$ cat config.mk
export PLATFORM = sky130hd
export DESIGN_NAME = reg_scoreboard_flat
export DESIGN_NICKNAME = d
export VERILOG_FILES = /design/src/rtl/reg_scoreboard_if.sv /design/src/rtl/reg_scoreboard.sv /design/src/flat_wrapper.sv
export SDC_FILE = /design/constraint.sdc
export NUM_CORES = 1
export LEC_CHECK = 0
export BUFFER_PORTS_ARGS = -buffer_cell sky130_fd_sc_hd__buf_4
export CORE_MARGIN = 5
export CORE_UTILIZATION = 51
export CTS_BUF_LIST = sky130_fd_sc_hd__clkbuf_16
export CTS_CLUSTER_DIAMETER = 30
export CTS_CLUSTER_SIZE = 28
export DETAILED_ROUTE_END_ITERATION = 10
export PLACE_DENSITY = 0.8
export SLEW_MARGIN = 20
export SYNTH_ARGS = -nofsm -noshare
export SYNTH_HDL_FRONTEND = slang
export SYNTH_SLANG_ARGS = --single-unit
$ cat constraint.sdc
create_clock -name clk -period 3.5 [get_ports clk]
set_input_delay 0.175 -clock clk [delete_from_list [all_inputs] [get_ports clk]]
set_output_delay 0.175 -clock clk [all_outputs]
set_load 0.01 [all_outputs]
$ cat src/rtl/reg_scoreboard_if.sv
// Issue and writeback handshake bundle between decode, the scoreboard and writeback.
// master = decode/writeback side, slave = scoreboard.
interface reg_scoreboard_if #(
  parameter int AW = 5
);
  logic          issue_valid;
  logic          issue_ready;
  logic [AW-1:0] issue_rs1;
  logic [AW-1:0] issue_rs2;
  logic          issue_use_rs1;
  logic          issue_use_rs2;
  logic [AW-1:0] issue_rd;
  logic          issue_rd_we;
  logic          wb_valid;
  logic [AW-1:0] wb_rd;

  modport master (
    output issue_valid, issue_rs1, issue_rs2, issue_use_rs1, issue_use_rs2,
           issue_rd, issue_rd_we, wb_valid, wb_rd,
    input  issue_ready
  );

  modport slave (
    input  issue_valid, issue_rs1, issue_rs2, issue_use_rs1, issue_use_rs2,
           issue_rd, issue_rd_we, wb_valid, wb_rd,
    output issue_ready
  );
endinterface

$ cat src/rtl/reg_scoreboard.sv
// Per-register pending-write scoreboard; SCOREBOARD_BYPASS_EN lets a source issue alongside its last writeback.
// Latency: issue_ready is combinational (zero cycles); counters update at the next edge.
// Backpressure: issue_ready drops on source hazard, saturated destination counter, or flush.
module reg_scoreboard #(
  parameter int NREGS = 32,
  parameter int AW    = 5,
  parameter int CNT_W = 2
) (
  input  logic             clk,
  input  logic             rst,
  input  logic             flush,
  reg_scoreboard_if.slave  sb,
  output logic [NREGS-1:0] busy_mask,
  output logic [6:0]       inflight,
  output logic             err_underflow
);
  localparam logic [CNT_W-1:0] CNT_MAX = {CNT_W{1'b1}};

  logic [CNT_W-1:0] cnt [NREGS];
  logic [CNT_W-1:0] cnt_rs1, cnt_rs2, cnt_rd, cnt_wb;
  logic             byp_rs1, byp_rs2;
  logic             src_haz, dst_haz, fire, inc, dec, underflow;

  assign cnt_rs1 = cnt[sb.issue_rs1];
  assign cnt_rs2 = cnt[sb.issue_rs2];
  assign cnt_rd  = cnt[sb.issue_rd];
  assign cnt_wb  = cnt[sb.wb_rd];

`ifdef SCOREBOARD_BYPASS_EN
  localparam logic [CNT_W-1:0] CNT_ONE = CNT_W'(1);
  // Last outstanding write retires this cycle; the forwarding path supplies the value.
  assign byp_rs1 = sb.wb_valid && (sb.wb_rd == sb.issue_rs1) && (cnt_rs1 == CNT_ONE);
  assign byp_rs2 = sb.wb_valid && (sb.wb_rd == sb.issue_rs2) && (cnt_rs2 == CNT_ONE);
`else
  assign byp_rs1 = 1'b0;
  assign byp_rs2 = 1'b0;
`endif

  always_comb begin
    src_haz = 1'b0;
    dst_haz = 1'b0;
    if (sb.issue_use_rs1 && (sb.issue_rs1 != '0) && (cnt_rs1 != '0) && !byp_rs1)
      src_haz = 1'b1;
    if (sb.issue_use_rs2 && (sb.issue_rs2 != '0) && (cnt_rs2 != '0) && !byp_rs2)
      src_haz = 1'b1;
    if (sb.issue_rd_we && (sb.issue_rd != '0) && (cnt_rd == CNT_MAX))
      dst_haz = 1'b1;
  end

  assign sb.issue_ready = !flush && !src_haz && !dst_haz;
  assign fire           = sb.issue_valid && sb.issue_ready;
  assign inc            = fire && sb.issue_rd_we && (sb.issue_rd != '0);
  assign dec            = sb.wb_valid && (sb.wb_rd != '0) && (cnt_wb != '0);
  assign underflow      = !flush && sb.wb_valid && (sb.wb_rd != '0) && (cnt_wb == '0);

  always_ff @(posedge clk or negedge rst) begin
    if (!rst) begin
      for (int r = 0; r < NREGS; r++) cnt[r] <= '0;
      inflight      <= '0;
      err_underflow <= 1'b0;
    end else begin
      // Register 0 never holds a pending write, so its counter stays at reset value.
      for (int r = 1; r < NREGS; r++) begin
        if (flush)
          cnt[r] <= '0;
        else if (inc && (sb.issue_rd == AW'(r)) && !(dec && (sb.wb_rd == AW'(r))))
          cnt[r] <= cnt[r] + CNT_W'(1);
        else if (dec && (sb.wb_rd == AW'(r)) && !(inc && (sb.issue_rd == AW'(r))))
          cnt[r] <= cnt[r] - CNT_W'(1);
      end
      if (flush)
        inflight <= '0;
      else
        inflight <= inflight + {6'b0, inc} - {6'b0, dec};
      if (underflow)
        err_underflow <= 1'b1;
    end
  end

  always_comb begin
    busy_mask = '0;
    for (int r = 1; r < NREGS; r++) busy_mask[r] = (cnt[r] != '0);
  end
endmodule
$ cat src/flat_wrapper.sv
// flat-port wrapper written by rule: the top's interface ports become plain ports
module reg_scoreboard_flat 
#(
  parameter int NREGS = 32,
  parameter int AW    = 5,
  parameter int CNT_W = 2
)
  (clk, rst, flush, busy_mask, inflight, err_underflow, sb_issue_valid, sb_issue_rs1, sb_issue_rs2, sb_issue_use_rs1, sb_issue_use_rs2, sb_issue_rd, sb_issue_rd_we, sb_wb_valid, sb_wb_rd, sb_issue_ready);
  reg_scoreboard_if #(.AW(AW)) sb_i ();
  input  logic clk;
  input  logic rst;
  input  logic flush;
  output logic [NREGS-1:0] busy_mask;
  output logic [6:0] inflight;
  output logic err_underflow;
  input wire logic [$bits(sb_i.issue_valid)-1:0] sb_issue_valid;
  input wire logic [$bits(sb_i.issue_rs1)-1:0] sb_issue_rs1;
  input wire logic [$bits(sb_i.issue_rs2)-1:0] sb_issue_rs2;
  input wire logic [$bits(sb_i.issue_use_rs1)-1:0] sb_issue_use_rs1;
  input wire logic [$bits(sb_i.issue_use_rs2)-1:0] sb_issue_use_rs2;
  input wire logic [$bits(sb_i.issue_rd)-1:0] sb_issue_rd;
  input wire logic [$bits(sb_i.issue_rd_we)-1:0] sb_issue_rd_we;
  input wire logic [$bits(sb_i.wb_valid)-1:0] sb_wb_valid;
  input wire logic [$bits(sb_i.wb_rd)-1:0] sb_wb_rd;
  output wire logic [$bits(sb_i.issue_ready)-1:0] sb_issue_ready;
  assign sb_i.issue_valid = sb_issue_valid;
  assign sb_i.issue_rs1 = sb_issue_rs1;
  assign sb_i.issue_rs2 = sb_issue_rs2;
  assign sb_i.issue_use_rs1 = sb_issue_use_rs1;
  assign sb_i.issue_use_rs2 = sb_issue_use_rs2;
  assign sb_i.issue_rd = sb_issue_rd;
  assign sb_i.issue_rd_we = sb_issue_rd_we;
  assign sb_i.wb_valid = sb_wb_valid;
  assign sb_i.wb_rd = sb_wb_rd;
  assign sb_issue_ready = sb_i.issue_ready;
  reg_scoreboard #(.NREGS(NREGS), .AW(AW), .CNT_W(CNT_W)) u_core (.clk(clk), .rst(rst), .flush(flush), .sb(sb_i), .busy_mask(busy_mask), .inflight(inflight), .err_underflow(err_underflow));
endmodule
# Word-level counts from Yosys, hierarchy flattened

Cells that the tools add are included.

Bits in registers: 70
Output and inout bits: 41
Word-level logic and storage cells: 552

Add/sub/neg operators: 64
Order comparisons: 4
Eq/ne operators: 63
Mux-type cells: 109
Bitwise logic cells: 4
Reductions and logical operators: 275

Operators by type and width:

| kind                                                     | number |
|---|---|
| 2-to-1 mux 2 bit                                         | 101 |
| == test 5 bit, second input constant                     | 32 |
| logical AND 1 bit                                        | 140 |
| nonzero test 3 bit                                       | 31 |
| == test 5 x 4 -> 1 bit, second input constant            | 16 |
| nonzero test 2 bit                                       | 34 |
| zero test 1 bit                                          | 65 |
| adder 2 x 1 -> 2 bit, second input constant              | 31 |
| subtractor 2 x 1 -> 2 bit, second input constant         | 31 |
| binary-select mux 2 bit (select 5 bit)                   | 4 |
| == test 5 x 3 -> 1 bit, second input constant            | 8 |
| greater-or-equal comparator 6 bit, second input constant | 4 |
| inverter 5 -> 6 bit                                      | 4 |
| == test 5 x 2 -> 1 bit, second input constant            | 4 |
| nonzero test 5 bit                                       | 4 |
| == test 5 x 1 -> 1 bit, second input constant            | 2 |
| adder 7 x 1 -> 7 bit                                     | 1 |
| 2-to-1 mux 7 bit                                         | 1 |
| subtractor 7 x 1 -> 7 bit                                | 1 |
| 2-to-1 mux 1 bit                                         | 3 |
| == test 2 bit, second input constant                     | 1 |
| zero test 2 bit                                          | 1 |

# Depth between registers and ports, before layout

Gate-level depths: netlist of the first run.

Word-level depth: 20
Gate-level depth with buffers: 20
Gate-level depth less buffers: 19

# Least setup slack after synthesis of the first run

No wires, ideal clock.

Path type: reg-to-reg
From: register u_core.cnt[18] in the netlist's numbering
To: register u_core.inflight[6]
Setup time: 0.132 ns
Data arrival time: 3.410 ns
Slack: -0.042 ns
Cell stages (with the launch flop): 20
Buffers on the path: 0
Clock period less this slack: 3.542 ns
Cells stage by stage: dfrtp_1 -> or2_2 -> mux4_2 -> mux2_2 -> nor2_1 -> a21oi_1 -> o21a_1 -> nor2b_1 -> ha_1 -> inv_1 -> ha_1 -> inv_1 -> fa_1 -> nor2b_1 -> o21ai_0 -> nand2b_1 -> a21o_1 -> a21oi_1 -> xnor2_1 -> nor2_1

Cells in the longest elaborated chain, start to end: 16

Ends and longest elaborated chain:

| element                                              | line                 | source |
|---|---|---|
| start: declaration                                   | reg_scoreboard.sv:19 | `logic [CNT_W-1:0] cnt [NREGS];` |
| start signal: indexed assignment                     | reg_scoreboard.sv:67 | `cnt[r] <= cnt[r] + CNT_W'(1);` |
| start signal: indexed assignment                     | reg_scoreboard.sv:69 | `cnt[r] <= cnt[r] - CNT_W'(1);` |
| binary-select mux 2 bit (select 5 bit)               | reg_scoreboard.sv:24 | `assign cnt_rs1 = cnt[sb.issue_rs1];` |
| 2-to-1 mux 2 bit (not written as such) (2 in series) | reg_scoreboard.sv:24 |  |
| nonzero test 2 bit                                   | reg_scoreboard.sv:42 | `if (sb.issue_use_rs1 && (sb.issue_rs1 != '0) && (cnt_rs1 != '0) && !byp_rs1)` |
| logical AND 1 bit                                    | reg_scoreboard.sv:42 |  |
| 2-to-1 mux 1 bit                                     | reg_scoreboard.sv:42 |  |
| 2-to-1 mux 1 bit                                     | reg_scoreboard.sv:44 | `if (sb.issue_use_rs2 && (sb.issue_rs2 != '0) && (cnt_rs2 != '0) && !byp_rs2)` |
| zero test 1 bit                                      | reg_scoreboard.sv:50 | `assign sb.issue_ready = !flush && !src_haz && !dst_haz;` |
| logical AND 1 bit (2 in series)                      | reg_scoreboard.sv:50 |  |
| logical AND 1 bit                                    | reg_scoreboard.sv:51 | `assign fire = sb.issue_valid && sb.issue_ready;` |
| logical AND 1 bit (2 in series)                      | reg_scoreboard.sv:52 | `assign inc = fire && sb.issue_rd_we && (sb.issue_rd != '0);` |
| adder 7 x 1 -> 7 bit                                 | reg_scoreboard.sv:74 | `inflight <= inflight + {6'b0, inc} - {6'b0, dec};` |
| subtractor 7 x 1 -> 7 bit *                          | reg_scoreboard.sv:74 |  |
| 2-to-1 mux 7 bit *                                   | reg_scoreboard.sv:71 | `if (flush)` |
| end signal: assignment                               | reg_scoreboard.sv:74 |  |
| end: declaration                                     | reg_scoreboard.sv:14 | `output logic [6:0] inflight,` |

Every way passes the cells marked *; elsewhere a longest branch is shown, timed or not. The select of a mux whose other input is x is not followed.
A chain may end at the register's enable or synchronous reset.

# Final worst setup path of the first run

From: register u_core.cnt[24] in the netlist's numbering
To: register u_core.inflight[6]

Same word-level chain as after synthesis.

==> flow_summary.ini, run 1 <==
[run_status]
status = complete, but fails checks
violations = negative hold slack, negative setup slack

[cells_and_area]
finalNonFillerCells = 1003
final_core_util_pct = 65.5
multi_input_area_um2 = 4030
n_fill_cell = 927
fin_nets = 887
drive_gt1_share_pct = 31.4
regArea_um2 = 1750
area_delta_synth_final_pct = 27.4
num_antenna_cells = 0

[clock_tree]
cts_buffer_depth = 2
insertion_delay_ps = 350
cts_sinks = 70
tritoncts = done
cts_htree_levels = 3
cts_root_buf = clkbuf_16
cts_inserted_buffers = 9
cts_hold_buf = 0
path_clk_slew_ps = 60

[power]
power_frac_clock_pct = 36.2
switching_power_w = 0.000797
pwr-share-seq_pct = 36.1
p_int_w = 0.00160
netSwitchingFraction_pct = 33.3
cellPowerDensity_nw_per_um2 = 308
peakVddDrop_uv = 183
p_leak_nw = 3.46
p_comb_share_pct = 27.8

[timing]
fmax_mhz = 279
hold_viol = 28
worst_slew_pin_slew_ps = 964
final.period_utilization_pct = 102
min_period_ps = 3590
setup_viol = 2
rsz0062_at_grt = true
slew_headroom_pct = 35.7
hold_ws_ps = -14.3
fin_skew_ps = 9.06
fin_ws_ps = -85.6
fin_tns_setup_ps = -103
drv_slew = 0

[global_route]
grt_pass1_vias = 6710
grt_pass1_wl_um = 35600
grtUsageTotal_pct = 31.5
antenna_found_initial = 0
grt_max_degree = 71
grt_overflow_total = 0

[worst_setup_path]
startpoint_type = flip-flop
reg2reg_from = u_core.cnt[24]
critPathMaxStageDelay_ps = 460
reg2reg_depth = 18
cp_common_cell = nand4_1
cp_slowest_cell = mux4_2
worst_ep_required_time_ps = 3700
worstPathArrival_ps = 3790
critPathMaxFanout = 3
worstSetupPathType = flip-flop to flip-flop
reg2reg_setup_slack_ps = -90
crit_family = simple AND/OR/NAND/NOR gates
reg2reg_to = u_core.inflight[6]
cp_cell_sequence = or2_4 -> buf_4 -> mux4_2 -> mux2i_1 -> nand4_1 -> nand4_1 -> nand4_1 -> a31oi_4 -> ha_4 -> inv_2 -> fa_2 -> nor2b_4 -> o21ai_2 -> nand2b_1 -> a21o_1 -> a21oi_2 -> xnor2_1 -> nor2_1
cp_num_buf_inv = 2
cp-end-kind = flip-flop
crit_path_start = u_core.cnt[24]

[synthesis]
netlist.area_leader.share_pct = 28.7
synth_area_um2 = 6090
synthCells = 709
synth_commonest_cells = nor2_1, dfrtp_1, xnor2_1
yosys_warnings = 2
synth_area_per_cell_um2 = 8.59
synth_area_leaders = dfrtp_1, mux4_2, xnor2_1
synth_fp_nets = 745
ys_types = 71
synthArstFlopShare_pct = 100
ys_ff_latch = 70
synth-seq-area-share_pct = 28.7
synth_edf_count = 0
synth_top_cell_by_area = dfrtp_1
ys.flop_type = dfrtp_1
synth_most_common_cell = nor2_1

[die]
die_area_um2 = 14200
rows = 40
core_area_um2 = 11900
io_pins = 69
die_y_um = 119
die_x_um = 119
start_util_pct = 51.4

[run]
maxCapViolations = 0

[detailed_routing]
drc = 0
antenna_left = 0
wl_per_cell_um = 22.5
first_pass_iters = 6
drtIter0Drc = 943
via_per_inst = 6.70
num_vias = 6718
wl_um = 22600

[placed_design]
dp_cells = 981
pre_cts_slack_ps = -178
gp_congestion = 1.07
hpwl_um = 16200
port-buffer-count = 67

[worst_hold_path]
worstHoldPathType = input pin to asynchronous set/reset pin
final cells by class:
type / instances / area share [%]
Clock inverter: 7 / 0.628
Tap cell: 147 / 2.37
Timing Repair Buffer: 178 / 17.4
Inverter: 47 / 2.27
Sequential cell: 70 / 22.6
Multi-Input combinational cell: 545 / 51.9
Clock buffer: 9 / 2.90
power groups by stage:
stage               combinational (W)  clock, W  sequential (W)
floorplan                    0.000355         0        0.000884
global placement             0.000576         0        0.000873
detailed placement           0.000595         0        0.000877
CTS                          0.000615  0.000868        0.000862
global route                 0.000705  0.000909        0.000866
finish                       0.000665  0.000865        0.000863
cells by family (layout without fill, tap and decap cells):
family          after synthesis  in the layout  synth area share (%)
simple gates                289            289                  24.1
compound gates              144            144                  16.3
buf+inv                      94            241                  6.86
flops                        70             70                  28.7
xor+xnor                     58             58                  8.34
mux                          45             45                  13.8
fa+ha+maj                     8              8                  1.77
other cells                   1              1                0.0615
metrics by stage:
stage          power (W)  cell area [um2]  hold slack [ps]
2_1_floorplan    0.00124             6100             -121
3_3_place_gp     0.00145             7340              354
3_5_place_dp     0.00147             7340              374
4_1_cts          0.00235             7700             4.48
5_1_grt          0.00248             7760             50.6
6_report         0.00239             7760            -14.3
what timing repair did:
action,in CTS,in global routing
setup endpoints to repair,3,27
pin swaps,5,7
resized for setup,13,15
hold endpoints to repair,0,0
setup buffers,6,0
layer usage:
metal,wire length (um),vias to the layer above,global-route usage [%]
met5,0,-,0
met4,1160,0,15.4
met3,3000,120,8.45
met2,10100,569,48.5
met1,8330,3186,41.2
li1,-,2843,-
registers in the layout (all words and copies together) (netlist names):
name                  flops
u_core.inflight           7
u_core.err_underflow      1
u_core.cnt               62
worst max-delay path by stage:
stage / to / slack, ps / depth (start not counted)
detailed placement: u_core.inflight[6] / -180 / 19
global route: u_core.inflight[6] / -190 / 18
CTS: u_core.inflight[6] / -50 / 19
finish: u_core.inflight[6] / -90 / 18
global placement: u_core.inflight[6] / -150 / 17
floorplan: u_core.inflight[6] / 4 / 19
worst reg2reg max path: stages, from the launching register on:
cell and delay, ps:
dfrtp_1 390, or2_4 250, buf_4 150, mux4_2 460, mux2i_1 230, nand4_1 120
nand4_1 160, nand4_1 210, a31oi_4 230, ha_4 160, inv_2 40, fa_2 370
nor2b_4 130, o21ai_2 60, nand2b_1 90, a21o_1 130, a21oi_2 50, xnor2_1 150
nor2_1 50
cells in the final DEF (no fill, tap or decap), types with 6 or more instances in the layout:
master,count
dfrtp_1,70
o21ai_0,16
clkbuf_16,9
a21o_1,6
nor2_1,102
nand3_1,19
mux2_2,10
nand2_1,29
xnor2_1,45
nand2b_1,6
nor2b_1,20
mux4_2,30
inv_2,6
xor2_1,13
or2_4,7
inv_1,42
and2_1,16
nand4_1,29
o31ai_1,15
a21oi_1,34
o2111ai_1,24
buf_4,177
nor3_1,31
o21a_1,6
(Power assumes the default switching activity.)
==> run 2, diff against run 1 <==
--- a/config.mk
+++ b/config.mk
@@ -17,3 +17,4 @@
 export SYNTH_ARGS = -nofsm -noshare
 export SYNTH_HDL_FRONTEND = slang
 export SYNTH_SLANG_ARGS = --single-unit
+export TNS_END_PERCENT = 1
==> flow_summary.ini, run 2 (synthesis gave the netlist of run 1 again) <==
[global_route]
grtUsageTotal_pct = 31.5
grt_pass1_wl_um = 35600
grt_pass1_vias = 6710
grt_overflow_total = 0
grt_max_degree = 71
antenna_found_initial = 0

[run]
maxCapViolations = 0

[die]
rows = 40
io_pins = 69
die_y_um = 119
start_util_pct = 51.4
die_area_um2 = 14200
die_x_um = 119
core_area_um2 = 11900

[clock_tree]
cts_inserted_buffers = 9
insertion_delay_ps = 350
tritoncts = done
cts_root_buf = clkbuf_16
cts_htree_levels = 3
cts_buffer_depth = 2
cts_sinks = 70
cts_hold_buf = 0
path_clk_slew_ps = 60

[placed_design]
dp_cells = 981
gp_congestion = 1.07
hpwl_um = 16200
dpl_cell_area_um2 = 7340
pre_cts_slack_ps = -178
port-buffer-count = 67

[detailed_routing]
via_per_inst = 6.68
first_pass_iters = 6
wl_per_cell_um = 22.4
wl_um = 22500
drtIter0Drc = 873
num_vias = 6697
antenna_left = 0
drc = 0

[power]
p_leak_nw = 3.46
cellPowerDensity_nw_per_um2 = 308
peakVddDrop_uv = 187

[cells_and_area]
fin_nets = 887
design_area_um2 = 7760
drive_gt1_share_pct = 31.4
num_antenna_cells = 0
regMostFlops = u_core.cnt
final_core_util_pct = 65.5
final_common_cell = buf_4
n_fill_cell = 927
top_regs = u_core.cnt x62, u_core.inflight x7, u_core.err_underflow x1
largest_register_ffs = 62
layout_common_cells = buf_4, nor2_1, dfrtp_1
area_delta_synth_final_pct = 27.4
finalNonFillerCells = 1003

[worst_setup_path]
reg2reg_to = u_core.inflight[6]
reg2reg_from = u_core.cnt[25]
reg2reg_depth = 18
cp-end-kind = flip-flop
startpoint_type = flip-flop
critPathMaxFanout = 3
worst_ep_required_time_ps = 3710
crit_path_start = u_core.cnt[25]
worstSetupPathType = flip-flop to flip-flop
worstPathArrival_ps = 3790
reg2reg_setup_slack_ps = -90

[timing]
fin_ws_ps = -86.2
rsz0062_at_grt = true
hold_ws_ps = -13.4
final.period_utilization_pct = 102
worst_slew_pin_slew_ps = 976
fmax_mhz = 279
setup_viol = 2
drv_slew = 0
slew_headroom_pct = 34.9
min_period_ps = 3590
fin_skew_ps = 8.36
hold_viol = 28

[run_status]
status = complete, but fails checks
violations = negative hold slack, negative setup slack

[worst_hold_path]
worstHoldPathType = input pin to asynchronous set/reset pin
[run 2: cell counts in the layout (fill, tap and decap cells not counted)]
No cell type changed its count.
[run 2: metrics by stage]
stage	setup TNS [ps]	power [W]	hold slack (ps)
floorplan	0	0.00124	-121
global placement	-147	0.00145	354
detailed placement	-292	0.00147	374
CTS	-66.8	0.00235	4.48
global route	-377	0.00248	50.6
finish	-110	0.00239	-13.4
[run 2: what timing repair did]
| action | CTS | global route |
|---|---|---|
| pin swaps | 5 | 7 |
| gates resized for setup | 12 | 16 |
| setup endpoints to repair | 3 | 27 |
| buffers inserted | 6 | 0 |
[run 2: layout make-up]
| class | instances | area [um2] | area share, % |
|---|---|---|---|
| inverters | 47 | 176 | 2.27 |
| clock inverters | 7 | 48.8 | 0.628 |
| flip-flops and latches | 70 | 1750 | 22.6 |
| well taps | 147 | 184 | 2.37 |
| multi-input cells | 545 | 4030 | 51.9 |
| clock buffers | 9 | 225 | 2.90 |
| repair buffers | 178 | 1350 | 17.4 |
[run 2: where the power goes]
part           internal [W]  switching (W)  leakage [nW]
registers          0.000837      0.0000256         0.966
clock network      0.000480       0.000385         0.130
logic              0.000278       0.000385          2.37
total               0.00160       0.000795          3.46
[run 2: worst max-delay path by stage]
| stage | slack, ps | end | cells after the start |
|---|---|---|---|
| final | -90 | u_core.inflight[6] | 18 |
| after global routing | -190 | u_core.inflight[6] | 18 |
| after CTS | -60 | u_core.inflight[6] | 19 |
| after detailed placement | -180 | u_core.inflight[6] | 19 |
| after global placement | -150 | u_core.inflight[6] | 17 |
| after floorplan | 4 | u_core.inflight[6] | 19 |
[run 2: critical path: stages, from the launching register on]
cell      delay (ps)
dfrtp_1          380
or2_4            260
buf_4            150
mux4_2           460
mux2i_1          230
nand4_1          120
nand4_1          160
nand4_1          210
a31oi_4          230
ha_4             160
inv_2             40
fa_2             370
nor2b_4          130
o21ai_2           60
nand2b_1          90
a21o_1           130
a21oi_2           50
xnor2_1          150
nor2_1            50
[run 2: per-layer routing]
layer  global-route usage [%]  part of all wire (%)  up-vias
met5                        0                     0        -
met4                     15.4                   5.3        0
met3                     8.45                    14      128
met2                     48.5                    45      583
met1                     41.2                    36     3140
li1                         -                     -     2846
==> run 3, diff against run 2 <==
--- a/config.mk
+++ b/config.mk
@@ -12,7 +12,7 @@
 export CTS_CLUSTER_DIAMETER = 30
 export CTS_CLUSTER_SIZE = 28
 export DETAILED_ROUTE_END_ITERATION = 10
-export PLACE_DENSITY = 0.8
+export PLACE_DENSITY = 0.77
 export SLEW_MARGIN = 20
 export SYNTH_ARGS = -nofsm -noshare
 export SYNTH_HDL_FRONTEND = slang
==> constraint.sdc (replaced) <==
create_clock -name clk -period 4.4 [get_ports clk]
set_input_delay 0.22 -clock clk [delete_from_list [all_inputs] [get_ports clk]]
set_output_delay 0.22 -clock clk [all_outputs]
set_load 0.01 [all_outputs]
==> flow_summary.ini, run 3 (synthesis gave the netlist of run 1 again) <==
[timing]
drv_slew = 0
final.period_utilization_pct = 89.0
worst_slew_pin_slew_ps = 935
slew_headroom_pct = 37.7
hold_viol = 0
fin_tns_setup_ps = 0
rsz0062_at_grt = false
fmax_mhz = 255
setup_viol = 0
hold_ws_ps = 8.01
fin_skew_ps = 7.63
min_period_ps = 3920

[cells_and_area]
final_common_cell = nor2_1
regMostFlops = u_core.cnt
fin_nets = 784
area_delta_synth_final_pct = 13.4
regArea_um2 = 1750
top_regs = u_core.cnt x62, u_core.inflight x7, u_core.err_underflow x1
drive_gt1_share_pct = 19.1
n_fill_cell = 1045
multi_input_area_um2 = 3920
largest_register_ffs = 62
num_antenna_cells = 0
layout_common_cells = nor2_1, buf_4, dfrtp_1

[global_route]
grt_overflow_total = 0
grtUsageTotal_pct = 29.2
antenna_found_initial = 0
grt_pass1_wl_um = 33000
grt_max_degree = 71
grt_pass1_vias = 5939

[die]
die_area_um2 = 14200
die_y_um = 119
core_area_um2 = 11900
io_pins = 69
start_util_pct = 51.4
rows = 40
die_x_um = 119

[worst_setup_path]
reg2reg_depth = 18
reg2reg_from = u_core.cnt[60]
worstPathArrival_ps = 4110
reg2reg_to = u_core.inflight[6]
critPathMaxFanout = 6
worstSetupPathType = flip-flop to flip-flop
crit_path_start = u_core.cnt[60]
cp-end-kind = flip-flop
worst_ep_required_time_ps = 4590
critPathMaxStageDelay_ps = 480
cp_cell_sequence = nor2_1 -> o221ai_1 -> a211oi_1 -> o2111ai_1 -> o21a_1 -> nor2b_1 -> ha_1 -> inv_1 -> ha_1 -> inv_1 -> fa_1 -> nor2b_1 -> o21ai_0 -> nand2b_1 -> a21o_1 -> a21oi_1 -> xnor2_1 -> nor2_1
cp_num_buf_inv = 2
startpoint_type = flip-flop
crit_family = compound AO/OA/AOI/OAI gates
reg2reg_setup_slack_ps = 480
cp_slowest_cell = dfrtp_1

[detailed_routing]
drtIter0Drc = 958
via_per_inst = 6.77
wl_per_cell_um = 23.1
first_pass_iters = 5
drc = 0
num_vias = 6095
wl_um = 20800
antenna_left = 0

[clock_tree]
cts_setup_buffers = 0
cts_sinks = 70
cts.repair.resized = 0
cts_inserted_buffers = 9
cts_buffer_depth = 2
insertion_delay_ps = 350
cts_hold_buf = 0
cts_htree_levels = 3
cts_root_buf = clkbuf_16
tritoncts = done
path_clk_slew_ps = 60

[placed_design]
gp_congestion = 1.05
port-buffer-count = 67
hpwl_um = 14900

[run]
maxCapViolations = 0

[power]
p_leak_nw = 2.94
peakVddDrop_uv = 138
cellPowerDensity_nw_per_um2 = 277

[worst_hold_path]
worstHoldPathType = input pin to asynchronous set/reset pin

[run_status]
status = complete, no violations
## run 3: routing by layer
layer / part of all wire (%) / wire length (um) / GRT usage (%)
met1: 38 / 7850 / 37.6
met4: 3.0 / 620 / 10.7
met2: 46 / 9650 / 46.6
met5: 0 / 0 / 0
met3: 13 / 2710 / 9.02
## run 3: cell type report
class | count | share of cell area, %
Multi-Input combinational cell | 545 | 56.8
Sequential cell | 70 | 25.3
Timing Repair Buffer | 75 | 8.14
Clock buffer | 9 | 3.26
Tap cell | 147 | 2.66
Inverter | 47 | 2.55
Clock inverter | 7 | 1.29
## run 3: worst max-delay path by stage
stage	end	cells after the start
2_1_floorplan	u_core.inflight[6]	19
3_3_place_gp	u_core.inflight[6]	19
3_5_place_dp	u_core.inflight[6]	17
4_1_cts	u_core.inflight[6]	19
5_1_grt	u_core.inflight[6]	18
6_report	u_core.inflight[6]	18
## run 3: power breakdown
part	switching, W	total, W	internal (W)
registers	0.0000193	0.000685	0.000666
clock network	0.000291	0.000783	0.000492
logic	0.000268	0.000445	0.000176
## run 3: worst reg2reg max path: stages, from the launching register on
cell       delay [ps]
dfrtp_1           480
nor2_1            290
o221ai_1          180
a211oi_1          480
o2111ai_1         290
o21a_1            190
nor2b_1           130
ha_1              260
inv_1              50
ha_1              150
inv_1              50
fa_1              370
nor2b_1           150
o21ai_0            90
nand2b_1          110
a21o_1            120
a21oi_1            90
xnor2_1           190
nor2_1             70
## run 3: metrics by stage
step	std cells	utilization, %	setup slack (ps)	power [W]	instance area, um2
after floorplan	709	-	858	0.000985	6090
after global placement	884	55.6	670	0.00112	6600
after detailed placement	884	55.6	515	0.00114	6600
final	900	58.3	484	0.00191	6910
after global routing	900	58.3	239	0.00199	6910
after CTS	900	58.3	548	0.00191	6910
